### src/rtl/int_controller_if.sv
// int_controller_if: core-side request/vector lines and data-memory register window of the interrupt controller
interface int_controller_if #(parameter int N_SRC = 4);
  logic [N_SRC-1:0] irq;
  logic             ret;
  logic [7:0]       addr;
  logic [7:0]       w_data;
  logic             w_en;
  logic [7:0]       r_data;
  logic             int_req;
  logic [7:0]       int_en;
  logic [7:0]       int_vec;
  modport master (output irq, ret, addr, w_data, w_en, input r_data, int_req, int_en, int_vec);
  modport slave (input irq, ret, addr, w_data, w_en, output r_data, int_req, int_en, int_vec);
endinterface

### src/rtl/int_controller.sv
// int_controller: edge-latched, masked, fixed-priority interrupt controller for the jacaranda-8 core
module int_controller #(
  parameter int         N_SRC      = 4,
  parameter logic [7:0] BASE_ADDR  = 8'hF0,
  parameter int         VEC_STRIDE = 4
) (
  input logic clock,
  input logic reset,
  int_controller_if.slave bus
);
  typedef enum logic [1:0] {IDLE, REQ, SERVICE, GUARD} state_t;
  state_t           state_q, state_d;
  logic             ctrl_q, ctrl_d;
  logic [N_SRC-1:0] mask_q, mask_d, pend_q, pend_d, prev_q;
  logic [7:0]       vbase_q, vbase_d, vec_q, vec_d;
  logic [2:0]       idx_q, idx_d, win;
  logic [N_SRC-1:0] cand, rise, sel, w1c;
  logic [7:0]       off;
  logic             wr, take, int_req, in_service;
  assign off  = bus.addr - BASE_ADDR;
  assign wr   = bus.w_en && off <= 8'd4;
  assign cand = pend_q & mask_q;
  assign rise = bus.irq & ~prev_q;
  assign take = state_q == IDLE && ctrl_q && |cand;
  assign w1c  = wr && off == 8'd2 ? bus.w_data[N_SRC-1:0] : '0;
  always_comb begin
    win = '0;
    sel = '0;
    for (int i = N_SRC - 1; i >= 0; i--)
      if (cand[i]) begin
        win    = 3'(i);
        sel    = '0;
        sel[i] = 1'b1;
      end
  end
  always_ff @(posedge clock or negedge reset)
    if (!reset) state_q <= IDLE;
    else state_q <= state_d;
  always_comb begin
    state_d = state_q;
    case (state_q)
      IDLE:    state_d = take ? REQ : IDLE;
      REQ:     state_d = SERVICE;
      SERVICE: state_d = bus.ret ? GUARD : SERVICE;
      GUARD:   state_d = IDLE;
      default: state_d = IDLE;
    endcase
  end
  always_comb begin
    int_req    = state_q == REQ;
    in_service = state_q == SERVICE;
  end
  // A new edge in the same cycle always survives both W1C and the take-clear.
  always_comb begin
    ctrl_d  = wr && off == 8'd0 ? bus.w_data[0] : ctrl_q;
    mask_d  = wr && off == 8'd1 ? bus.w_data[N_SRC-1:0] : mask_q;
    vbase_d = wr && off == 8'd3 ? bus.w_data : vbase_q;
    pend_d  = (pend_q & ~w1c & ~(take ? sel : '0)) | rise;
    idx_d   = take ? win : idx_q;
    vec_d   = take ? vbase_q + 8'(32'(win) * VEC_STRIDE) : vec_q;
  end
  always_ff @(posedge clock or negedge reset)
    if (!reset) begin
      ctrl_q  <= 1'b0;
      mask_q  <= '0;
      pend_q  <= '0;
      prev_q  <= '0;
      vbase_q <= '0;
      vec_q   <= '0;
      idx_q   <= '0;
    end else begin
      ctrl_q  <= ctrl_d;
      mask_q  <= mask_d;
      pend_q  <= pend_d;
      prev_q  <= bus.irq;
      vbase_q <= vbase_d;
      vec_q   <= vec_d;
      idx_q   <= idx_d;
    end
  always_comb
    bus.r_data = off == 8'd0 ? {7'b0, ctrl_q} :
                 off == 8'd1 ? 8'(mask_q) :
                 off == 8'd2 ? 8'(pend_q) :
                 off == 8'd3 ? vbase_q :
                 off == 8'd4 ? {in_service, 4'b0, idx_q} : 8'h00;
  assign bus.int_req = int_req;
  assign bus.int_en  = {7'b0, ctrl_q};
  assign bus.int_vec = vec_q;
endmodule

### src/flat_wrapper.sv
// flat-port wrapper written by rule: the top's interface ports become plain ports
module int_controller_flat 
#(
  parameter int         N_SRC      = 4,
  parameter logic [7:0] BASE_ADDR  = 8'hF0,
  parameter int         VEC_STRIDE = 4
)
  (clock, reset, bus_irq, bus_ret, bus_addr, bus_w_data, bus_w_en, bus_r_data, bus_int_req, bus_int_en, bus_int_vec);
  int_controller_if #(.N_SRC(N_SRC)) bus_i ();
  input logic clock;
  input logic reset;
  input wire logic [$bits(bus_i.irq)-1:0] bus_irq;
  input wire logic [$bits(bus_i.ret)-1:0] bus_ret;
  input wire logic [$bits(bus_i.addr)-1:0] bus_addr;
  input wire logic [$bits(bus_i.w_data)-1:0] bus_w_data;
  input wire logic [$bits(bus_i.w_en)-1:0] bus_w_en;
  output wire logic [$bits(bus_i.r_data)-1:0] bus_r_data;
  output wire logic [$bits(bus_i.int_req)-1:0] bus_int_req;
  output wire logic [$bits(bus_i.int_en)-1:0] bus_int_en;
  output wire logic [$bits(bus_i.int_vec)-1:0] bus_int_vec;
  assign bus_i.irq = bus_irq;
  assign bus_i.ret = bus_ret;
  assign bus_i.addr = bus_addr;
  assign bus_i.w_data = bus_w_data;
  assign bus_i.w_en = bus_w_en;
  assign bus_r_data = bus_i.r_data;
  assign bus_int_req = bus_i.int_req;
  assign bus_int_en = bus_i.int_en;
  assign bus_int_vec = bus_i.int_vec;
  int_controller #(.N_SRC(N_SRC), .BASE_ADDR(BASE_ADDR), .VEC_STRIDE(VEC_STRIDE)) u_core (.clock(clock), .reset(reset), .bus(bus_i));
endmodule
### config.mk
export PLATFORM = sky130hd
export DESIGN_NAME = int_controller_flat
export DESIGN_NICKNAME = d
export VERILOG_FILES = /design/src/rtl/int_controller_if.sv /design/src/rtl/int_controller.sv /design/src/flat_wrapper.sv
export SDC_FILE = /design/constraint.sdc
export NUM_CORES = 1
export LEC_CHECK = 0
export CORE_MARGIN = 2
export CORE_UTILIZATION = 52
export CTS_CLUSTER_SIZE = 20
export DETAILED_ROUTE_END_ITERATION = 8
export PLACE_DENSITY = 0.85
export SYNTH_ARGS = -nofsm -noshare
export SYNTH_HDL_FRONTEND = slang
export SYNTH_SLANG_ARGS = --single-unit
export TNS_END_PERCENT = 30
### constraint.sdc
create_clock -name clock -period 2.67 [get_ports clock]
set_input_delay 0.534 -clock clock [delete_from_list [all_inputs] [get_ports clock]]
set_output_delay 0.534 -clock clock [all_outputs]
set_load 0.02 [all_outputs]
After elaboration in Yosys (flattened, before gate mapping)

Index checks and enable logic that the tools add are counted.
W data, S select, Z words.

Bits in registers: 34
Bits of input ports: 24
Output and inout bits: 25
Word-level logic and storage cells: 54

Add/sub/neg operators: 2
Order comparisons: 1
Equality and inequality tests: 7
Multiplexer cells: 18
Bitwise gates (word level): 8
Reductions and logical operators: 10

Operators with widths:

| kind                  | count |
|---|---|
| $mux W8               | 5 |
| $mux W4               | 6 |
| $and A4 B4 Y4         | 4 |
| $eq A8 B2 Y1 const B  | 2 |
| $not A4 Y4            | 3 |
| $mux W3               | 3 |
| $add A8 B5 Y8         | 1 |
| $eq A8 B1 Y1 const B  | 1 |
| $eq A8 B3 Y1 const B  | 1 |
| $le A8 B3 Y1 const B  | 1 |
| $logic_not A8 Y1      | 1 |
| $pmux W2 S4           | 1 |
| $sub A8 B8 Y8 const B | 1 |
| $logic_and A1 B1 Y1   | 7 |
| $eq A2 B2 Y1 const B  | 2 |
| $or A4 B4 Y4          | 1 |
| $reduce_or A4 Y1      | 1 |
| $eq A2 B1 Y1 const B  | 1 |
| $logic_not A2 Y1      | 1 |
| $mux W1               | 2 |
| $mux W2               | 1 |

Depth between registers and ports, before layout

Depth in word-level cells: 9
Mapped depth: 9
Depth with buffers taken out: 9

Least setup slack after synthesis

OpenSTA, ideal clock, no wires.

Path type: input to output
From: input port bus_addr[3]
To: output port bus_r_data[0]
Arrival time: 1,782 ps
Data required time: 2,136 ps
Slack: 354 ps
Cell stages on the path: 4
Buffers on the path: 0
Cell sequence: and3b_1 > nand3_1 > or2_1 > o32ai_1

Word-level cells in the longest chain between the ends: 7
Elaborated cells between the ends (all ways): 11
Classes of those cells: 1 x add/sub; 4 x eq/ne; 5 x mux; 1 x reduce/logical

Ends and longest elaborated chain:

| item              | line                 | text |
|---|---|---|
| from (decl)       | flat_wrapper.sv:14   | `input wire logic [$bits(bus_i.addr)-1:0] bus_addr;` |
| $sub A8 B8 Y8 (*) | int_controller.sv:20 | `assign off = bus.addr - BASE_ADDR;` |
| $eq A8 B3 Y1      | int_controller.sv:85 | `off == 8'd4 ? {in_service, 4'b0, idx_q} : 8'h00;` |
| $mux W8           | int_controller.sv:85 |  |
| $mux W8           | int_controller.sv:84 | `off == 8'd3 ? vbase_q :` |
| $mux W8           | int_controller.sv:83 | `off == 8'd2 ? 8'(pend_q) :` |
| $mux W8           | int_controller.sv:82 | `off == 8'd1 ? 8'(mask_q) :` |
| $mux W8 (*)       | int_controller.sv:81 | `bus.r_data = off == 8'd0 ? {7'b0, ctrl_q} :` |
| to (decl)         | flat_wrapper.sv:17   | `output wire logic [$bits(bus_i.r_data)-1:0] bus_r_data;` |

Mark *: on every way between the ends. The rest lies on a longest branch, timed or not.

Worst setup path in the final report

From: input port bus_addr[7]
To: output port bus_r_data[2]

Same word-level chain as after synthesis.

==> flow_metrics.tcl <==
set metrics [dict create \
    run_status "finished, final reports clean" \
    first_iter_violations 53 \
    ys.flop_type "dfrtp_1" \
    via_per_inst 5.36 \
    numPortBuffers 41 \
    synth.area.top_cells "dfrtp_1 (46%), mux2_4 (5.8%), nand2_1 (5.6%)" \
    stdcell_area_sq_um 2330 \
    ir_drop_uv 466 \
    cts_buffer_depth 2 \
    path_max_fanout 3 \
    core-area_sq_um 3340 \
    hold-worst-slack_ns 0.485 \
    chipWidth_um 62.8 \
    synth_top_area_cell "dfrtp_1" \
    instances_no_fill 269 \
    reg2reg_depth 9 \
    grt_max_degree 34 \
    synthArstFlopShare_pct 100 \
    dp_hpwl_mm 2.91 \
    hold_path_class "reg2reg" \
    p_leak_uw 0.00109 \
    yosysWarnings 0 \
    ys_seq_area_share_pct 45.9 \
    track_usage_pct 21.2 \
    die_y_um 62.8 \
    cts_tree "yes" \
    gp_congestion 0.784 \
    hold_depth 2 \
    area_growth_pct 29.7 \
    hold_violations 0 \
    finalCoreUtilization_pct 70.0 \
    place_area_sq_um 2270 \
    grt_pass1_wl_mm 6.56 \
    clkLatencyLatePin_ns 0.34 \
    dr.pass1.iters 4 \
    syn_area_sq_um 1800 \
    numClockSinks 33 \
    diodes 0 \
    fin_crit_ns 2.54 \
    detail-route-antenna-nets 0 \
    grt_pass1_vias 1486 \
    nets 253 \
    endpoint_kind "output port" \
    mostFrequentLayoutCells "clkdlybuf4s50_1 (33), dfrtp_1 (33), nand2_1 (27), buf_4 (10), inv_1 (9)" \
    h-tree-depth 2 \
    rrSetupSlack_ns 0.58 \
    cts_root_buf "clkbuf_4" \
    relSlewSlack_pct 47.9 \
    gr-total-overflow 0 \
    synth-seq-cells 33 \
    yosysTopAreaCellShare_pct 45.9 \
    cts_hold_buf 0 \
    cts_made_buffers 5 \
    totalWireLength_mm 3.77 \
    wl_per_cell_um 14.0 \
    fin_crit_sh_pct 95.0 \
    synth-edff-count 0 \
    p_per_area_nw_per_um2 527 \
    fin_worst_skew_ns 0.0112 \
    num_vias 1442 \
    arrival_ns 2.00 \
    placed_cells 261 \
    worst_pin_slew_ns 0.776 \
    row_count 21 \
    setup_violations 0 \
    final_max_slew_viol_count 0 \
    top_level_ports 49 \
    cp_data_required_time_ns 2.14 \
    avgSynthCellArea_sq_um 10.5 \
    start_kind "primary input" \
    drc 0 \
    fin_ws_ns 0.133 \
    rsz0062_at_grt "no" \
    die_area_sq_um 3950 \
    drive_gt1_share_pct 19.7 \
    ys_types 40 \
    path_class "in2out" \
    pre_cts_slack_ns -0.298 \
    initial_core_util_pct 54.0 \
    fmax_ghz 0.394 \
    clkSlewWorstSetupHoldPaths_ns 0.11 \
    antenna_found_initial 0 \
    syn_inst 172 \
    maxCapViolCount 0 \
]
==> logic make-up (layout without fill, tap and decap cells) <==
kind of cell	after synthesis	after routing	synth area share [%]
simple gates	56	56	15.3
flops	33	33	45.9
compound gates	31	31	12.0
buf+inv	23	68	7.44
mux	17	17	12.0
fa+ha+maj	7	7	5.28
xor+xnor	4	4	1.95
other cells	1	7	0.208
==> cells in the mapped netlist, types with 2 or more instances <==
master	count
and3_1	5
buf_2	2
nor2b_1	2
ha_1	6
nor2_1	6
a31oi_1	2
a22oi_1	4
nand3_1	5
buf_4	8
a22o_1	2
nand4_1	2
nand2_1	27
buf_6	2
dfrtp_1	33
mux2_4	7
xor2_1	3
inv_1	9
o21ai_0	7
clkbuf_1	2
a21oi_1	5
a211oi_1	2
a32o_1	4
mux2_2	8
and2_1	2
mux2i_1	2
==> where the power goes <==
group	internal (uW)	total (uW)	leakage [uW]	switching [uW]
Sequential	532	555	0.000421	23.5
Clock	290	464	0.0000552	175
Combinational	102	211	0.000609	108
Total	924	1230	0.00109	306
==> critical path, stage by stage <==
cell and delay (ns):
clkdlybuf4s50_1 0.45, and3b_1 0.18, nand3_1 0.13, or2_1 0.25, buf_4 0.15, nor2_1 0.13
clkbuf_2 0.19
==> cell type report <==
| type | count | area, sq um |
|---|---|---|
| tap | 46 | 57.6 |
| sequential | 33 | 826 |
| fill | 281 | 1000 |
| inverter | 9 | 33.8 |
| timing repair buffer | 51 | 449 |
| clock inverter | 3 | 65.1 |
| multi-input combinational | 122 | 866 |
| clock buffer | 5 | 37.5 |
==> metrics by stage <==
| stage | setup TNS (ns) | power [uW] |
|---|---|---|
| detailed placement | -1.90 | 777 |
| global route | 0 | 1300 |
| CTS | 0 | 1240 |
| finish | 0 | 1230 |
| global placement | -1.55 | 767 |
| floorplan | 0 | 688 |
==> path summary, 6_finish.rpt <==
check | from | endpoint
max in group asynchronous | reset | u_core.state_q[0]
min in group asynchronous | reset | u_core.bus.int_vec[3]
min reg2reg | u_core.bus.int_vec[2] | u_core.bus.int_vec[2]
max | bus_addr[7] | bus_r_data[2]
max reg2reg | u_core.mask_q[2] | u_core.bus.int_vec[6]
min | u_core.bus.int_vec[2] | u_core.bus.int_vec[2]
==> state kept, by name, indices dropped and copies added (netlist names) <==
register	flops
u_core.ctrl_q	1
u_core.mask_q	4
u_core.bus.int_vec	8
u_core.idx_q	2
u_core.state_q	2
u_core.vbase_q	8
u_core.prev_q	4
u_core.pend_q	4
==> metal layers <==
layer | GRT usage [%] | vias up | routed length, um
met5 | 0 | - | 0
met2 | 36.0 | 50 | 1880
li1 | - | 687 | -
met3 | 4.32 | 9 | 232
met1 | 25.8 | 696 | 1570
met4 | 10.0 | 0 | 86
==> repair_timing <==
item | in CTS | in global routing
endpoints found under the setup margin | 8 | 7
setup buffers | 0 | 0
resized for setup | 11 | 15
No activity file was read; power rests on OpenSTA's default activity.
==> RTL edit: new RTL, config.mk and constraints unchanged <==
`N_SRC` is set to 4 in 3 places; all go to 8.
--- a/src/rtl/int_controller_if.sv
+++ b/src/rtl/int_controller_if.sv
@@ -1,5 +1,5 @@
 // int_controller_if: core-side request/vector lines and data-memory register window of the interrupt controller
-interface int_controller_if #(parameter int N_SRC = 4);
+interface int_controller_if #(parameter int N_SRC = 8);
   logic [N_SRC-1:0] irq;
   logic             ret;
   logic [7:0]       addr;
--- a/src/rtl/int_controller.sv
+++ b/src/rtl/int_controller.sv
@@ -1,6 +1,6 @@
 // int_controller: edge-latched, masked, fixed-priority interrupt controller for the jacaranda-8 core
 module int_controller #(
-  parameter int         N_SRC      = 4,
+  parameter int         N_SRC      = 8,
   parameter logic [7:0] BASE_ADDR  = 8'hF0,
   parameter int         VEC_STRIDE = 4
 ) (
--- a/src/flat_wrapper.sv
+++ b/src/flat_wrapper.sv
@@ -1,7 +1,7 @@
 // flat-port wrapper written by rule: the top's interface ports become plain ports
 module int_controller_flat 
 #(
-  parameter int         N_SRC      = 4,
+  parameter int         N_SRC      = 8,
   parameter logic [7:0] BASE_ADDR  = 8'hF0,
   parameter int         VEC_STRIDE = 4
 )
Interface: changed (resized bus_irq); port bits go from 49 to 53. The function was not compared with the original's and may differ.
==> RTL edit against the original RTL <==
- synthesized cell count rose by 30%
- sequential cell count rose by 13
- count of clock-buffer cells in the layout rose by 2
- wire length rose by 50%
- first-iteration DRC count rose to 2.6 times the old value
- design area rose by 36%
- core utilization fell by 2.0 points
- final cell count rose by 28%
- clock skew fell by 0.0061 ns
- power rose by 28%
- area after synthesis rose by 38%
- setup slack got worse by 0.085 ns
- sequential share of layout area rose by 0.98 points
- critical endpoint unchanged
==> RTL edit: results (changes against the original RTL) <==
----------------------------------------------------
[Synthesis]
  Synth Area in Compound Gates ... 16.1% (was 12.0%)
  Adder and majority cell fraction of the synthesized area ... 4.32% (was 5.28%)
  Cell types with the largest area share after synthesis ... sky130_fd_sc_hd__dfrtp_1 (46%), sky130_fd_sc_hd__mux2_2 (8.1%), sky130_fd_sc_hd__mux2_1 (3.6%) (was sky130_fd_sc_hd__dfrtp_1 (46%), sky130_fd_sc_hd__mux2_4 (5.8%), sky130_fd_sc_hd__nand2_1 (5.6%))
  Distinct cell type count after synthesis ... 51 (was 40)
  Synthesized-area fraction occupied by xor and xnor cells ... 1.41% (was 1.95%)
  Portion of the post-synthesis area used by sequential elements ... 46.2% (was 45.9%)

[Placed design]
  Placement Setup Slack ... -0.365 ns (was -0.298 ns)
  Detailed-placement wirelength estimate ... 4.27 mm (was 2.91 mm)
  PortBufs ... 45 (was 41)
  Area post-placement ... 3090 um2 (was 2270 um2)
  Final weighted congestion in routability-driven placement ... 0.872 (was 0.784)

[Finish]
  Count of nets after finishing ... 324 (was 253)
  Fraction of final layout cells sized beyond drive strength 1 ... 21.1% (was 19.7%)
  Layout fillers ... 375 (was 281)
  Storage cell area ... 1150 um2 (was 826 um2)

[Power]
  Switch Pwr ... 444 uW (was 306 uW)
  LEAKAGE ... 1.43 nW (was 1.09 nW)
  Maximum vdd drop ... 384 uV (was 466 uV)

[Clocking]
  Root buffer cell ... sky130_fd_sc_hd__clkbuf_8 (was sky130_fd_sc_hd__clkbuf_4)

[Hold path]
  Hold Crit Class ... primary input to async pin (was flip-flop to flip-flop)

[Global route]
  Wire length of the first global-routing pass ... 9.22 mm (was 6.56 mm)
  Overall routing resource usage ... 22.8% (was 21.2%)

[STA]
  Maximum clock skew at final layout ... 0.00504 ns (was 0.0112 ns)
  Slew of the pin with the lowest slew margin ... 0.618 ns (was 0.776 ns)

[Routing]
  Wirelength, routed ... 5.65 mm (was 3.77 mm)
  First-iteration detailed-routing DRC count ... 137 (was 53)

[Setup path]
  Arrival time at the worst endpoint ... 2.09 ns (was 2.00 ns)
  Critical path's largest stage delay ... 0.49 ns (was 0.45 ns)

[Run status]
  Outcome ... complete, no violations (unchanged)

----------------------------------------------------
## RTL edit: power by group through the flow
stage | Sequential [mW] | Combinational (mW) | Clock [mW]
finish | 0.789 | 0.362 | 0.425
global route | 0.795 | 0.401 | 0.465
CTS | 0.789 | 0.361 | 0.434
detailed placement | 0.802 | 0.360 | 0
global placement | 0.799 | 0.349 | 0
floorplan | 0.816 | 0.186 | 0
## RTL edit: worst paths after layout
check                            startpoint               endpoint  slack (ns)  depth (start not counted)
min in group clock          u_core.idx_q[2]        u_core.idx_q[2]        0.49                          1
setup / recovery                bus_addr[6]          bus_r_data[2]        0.05                          7
hold reg to reg             u_core.idx_q[2]        u_core.idx_q[2]        0.49                          1
setup reg to reg           u_core.pend_q[5]  u_core.bus.int_vec[5]        0.26                          8
max in group asynchronous             reset       u_core.mask_q[7]        1.98                          2
hold / removal                        reset  u_core.bus.int_vec[0]        0.31                          2
## RTL edit: through the flow
stage                     hold WS [ns]  cells
after global routing             0.360    343
after global placement           0.470    335
after floorplan                  0.238    229
final                            0.308    343
after detailed placement         0.475    335
after CTS                        0.332    343
## RTL edit: logic make-up after synthesis
family / Yosys count
AO/OA/AOI/OAI: 45
XOR/XNOR: 4
adder cells (fa/ha/maj): 8
buffers and inverters: 24
flip-flops: 46
multiplexers: 30
other: 1
AND/OR/NAND/NOR: 65
## RTL edit: critical path, delay by kind of cell
| family | cells | cell delay [ns] |
|---|---|---|
| buf+inv | 4 | 1.13 |
| simple gates | 3 | 0.41 |
## RTL edit: cell type report
cell class	count	share of cell area, %
clock buffer	7	2.73
clock inverter	1	0.158
inverter	11	1.30
multi-input combinational	159	39.1
sequential	46	36.3
tap	54	2.13
timing repair buffer	65	18.3
## RTL edit: metal layers
| layer | routed length [um] | global-route usage [%] | vias up |
|---|---|---|---|
| li1 | - | - | 929 |
| met1 | 2400 | 30.2 | 962 |
| met2 | 2700 | 37.0 | 91 |
| met3 | 440 | 5.25 | 12 |
| met4 | 112 | 7.41 | 0 |
| met5 | 0 | 0 | - |
## RTL edit: what timing repair did
| action | CTS | global route |
|---|---|---|
| gates resized for setup | 10 | 7 |
| pin swaps | 0 | 0 |
| setup endpoints to repair | 8 | 5 |
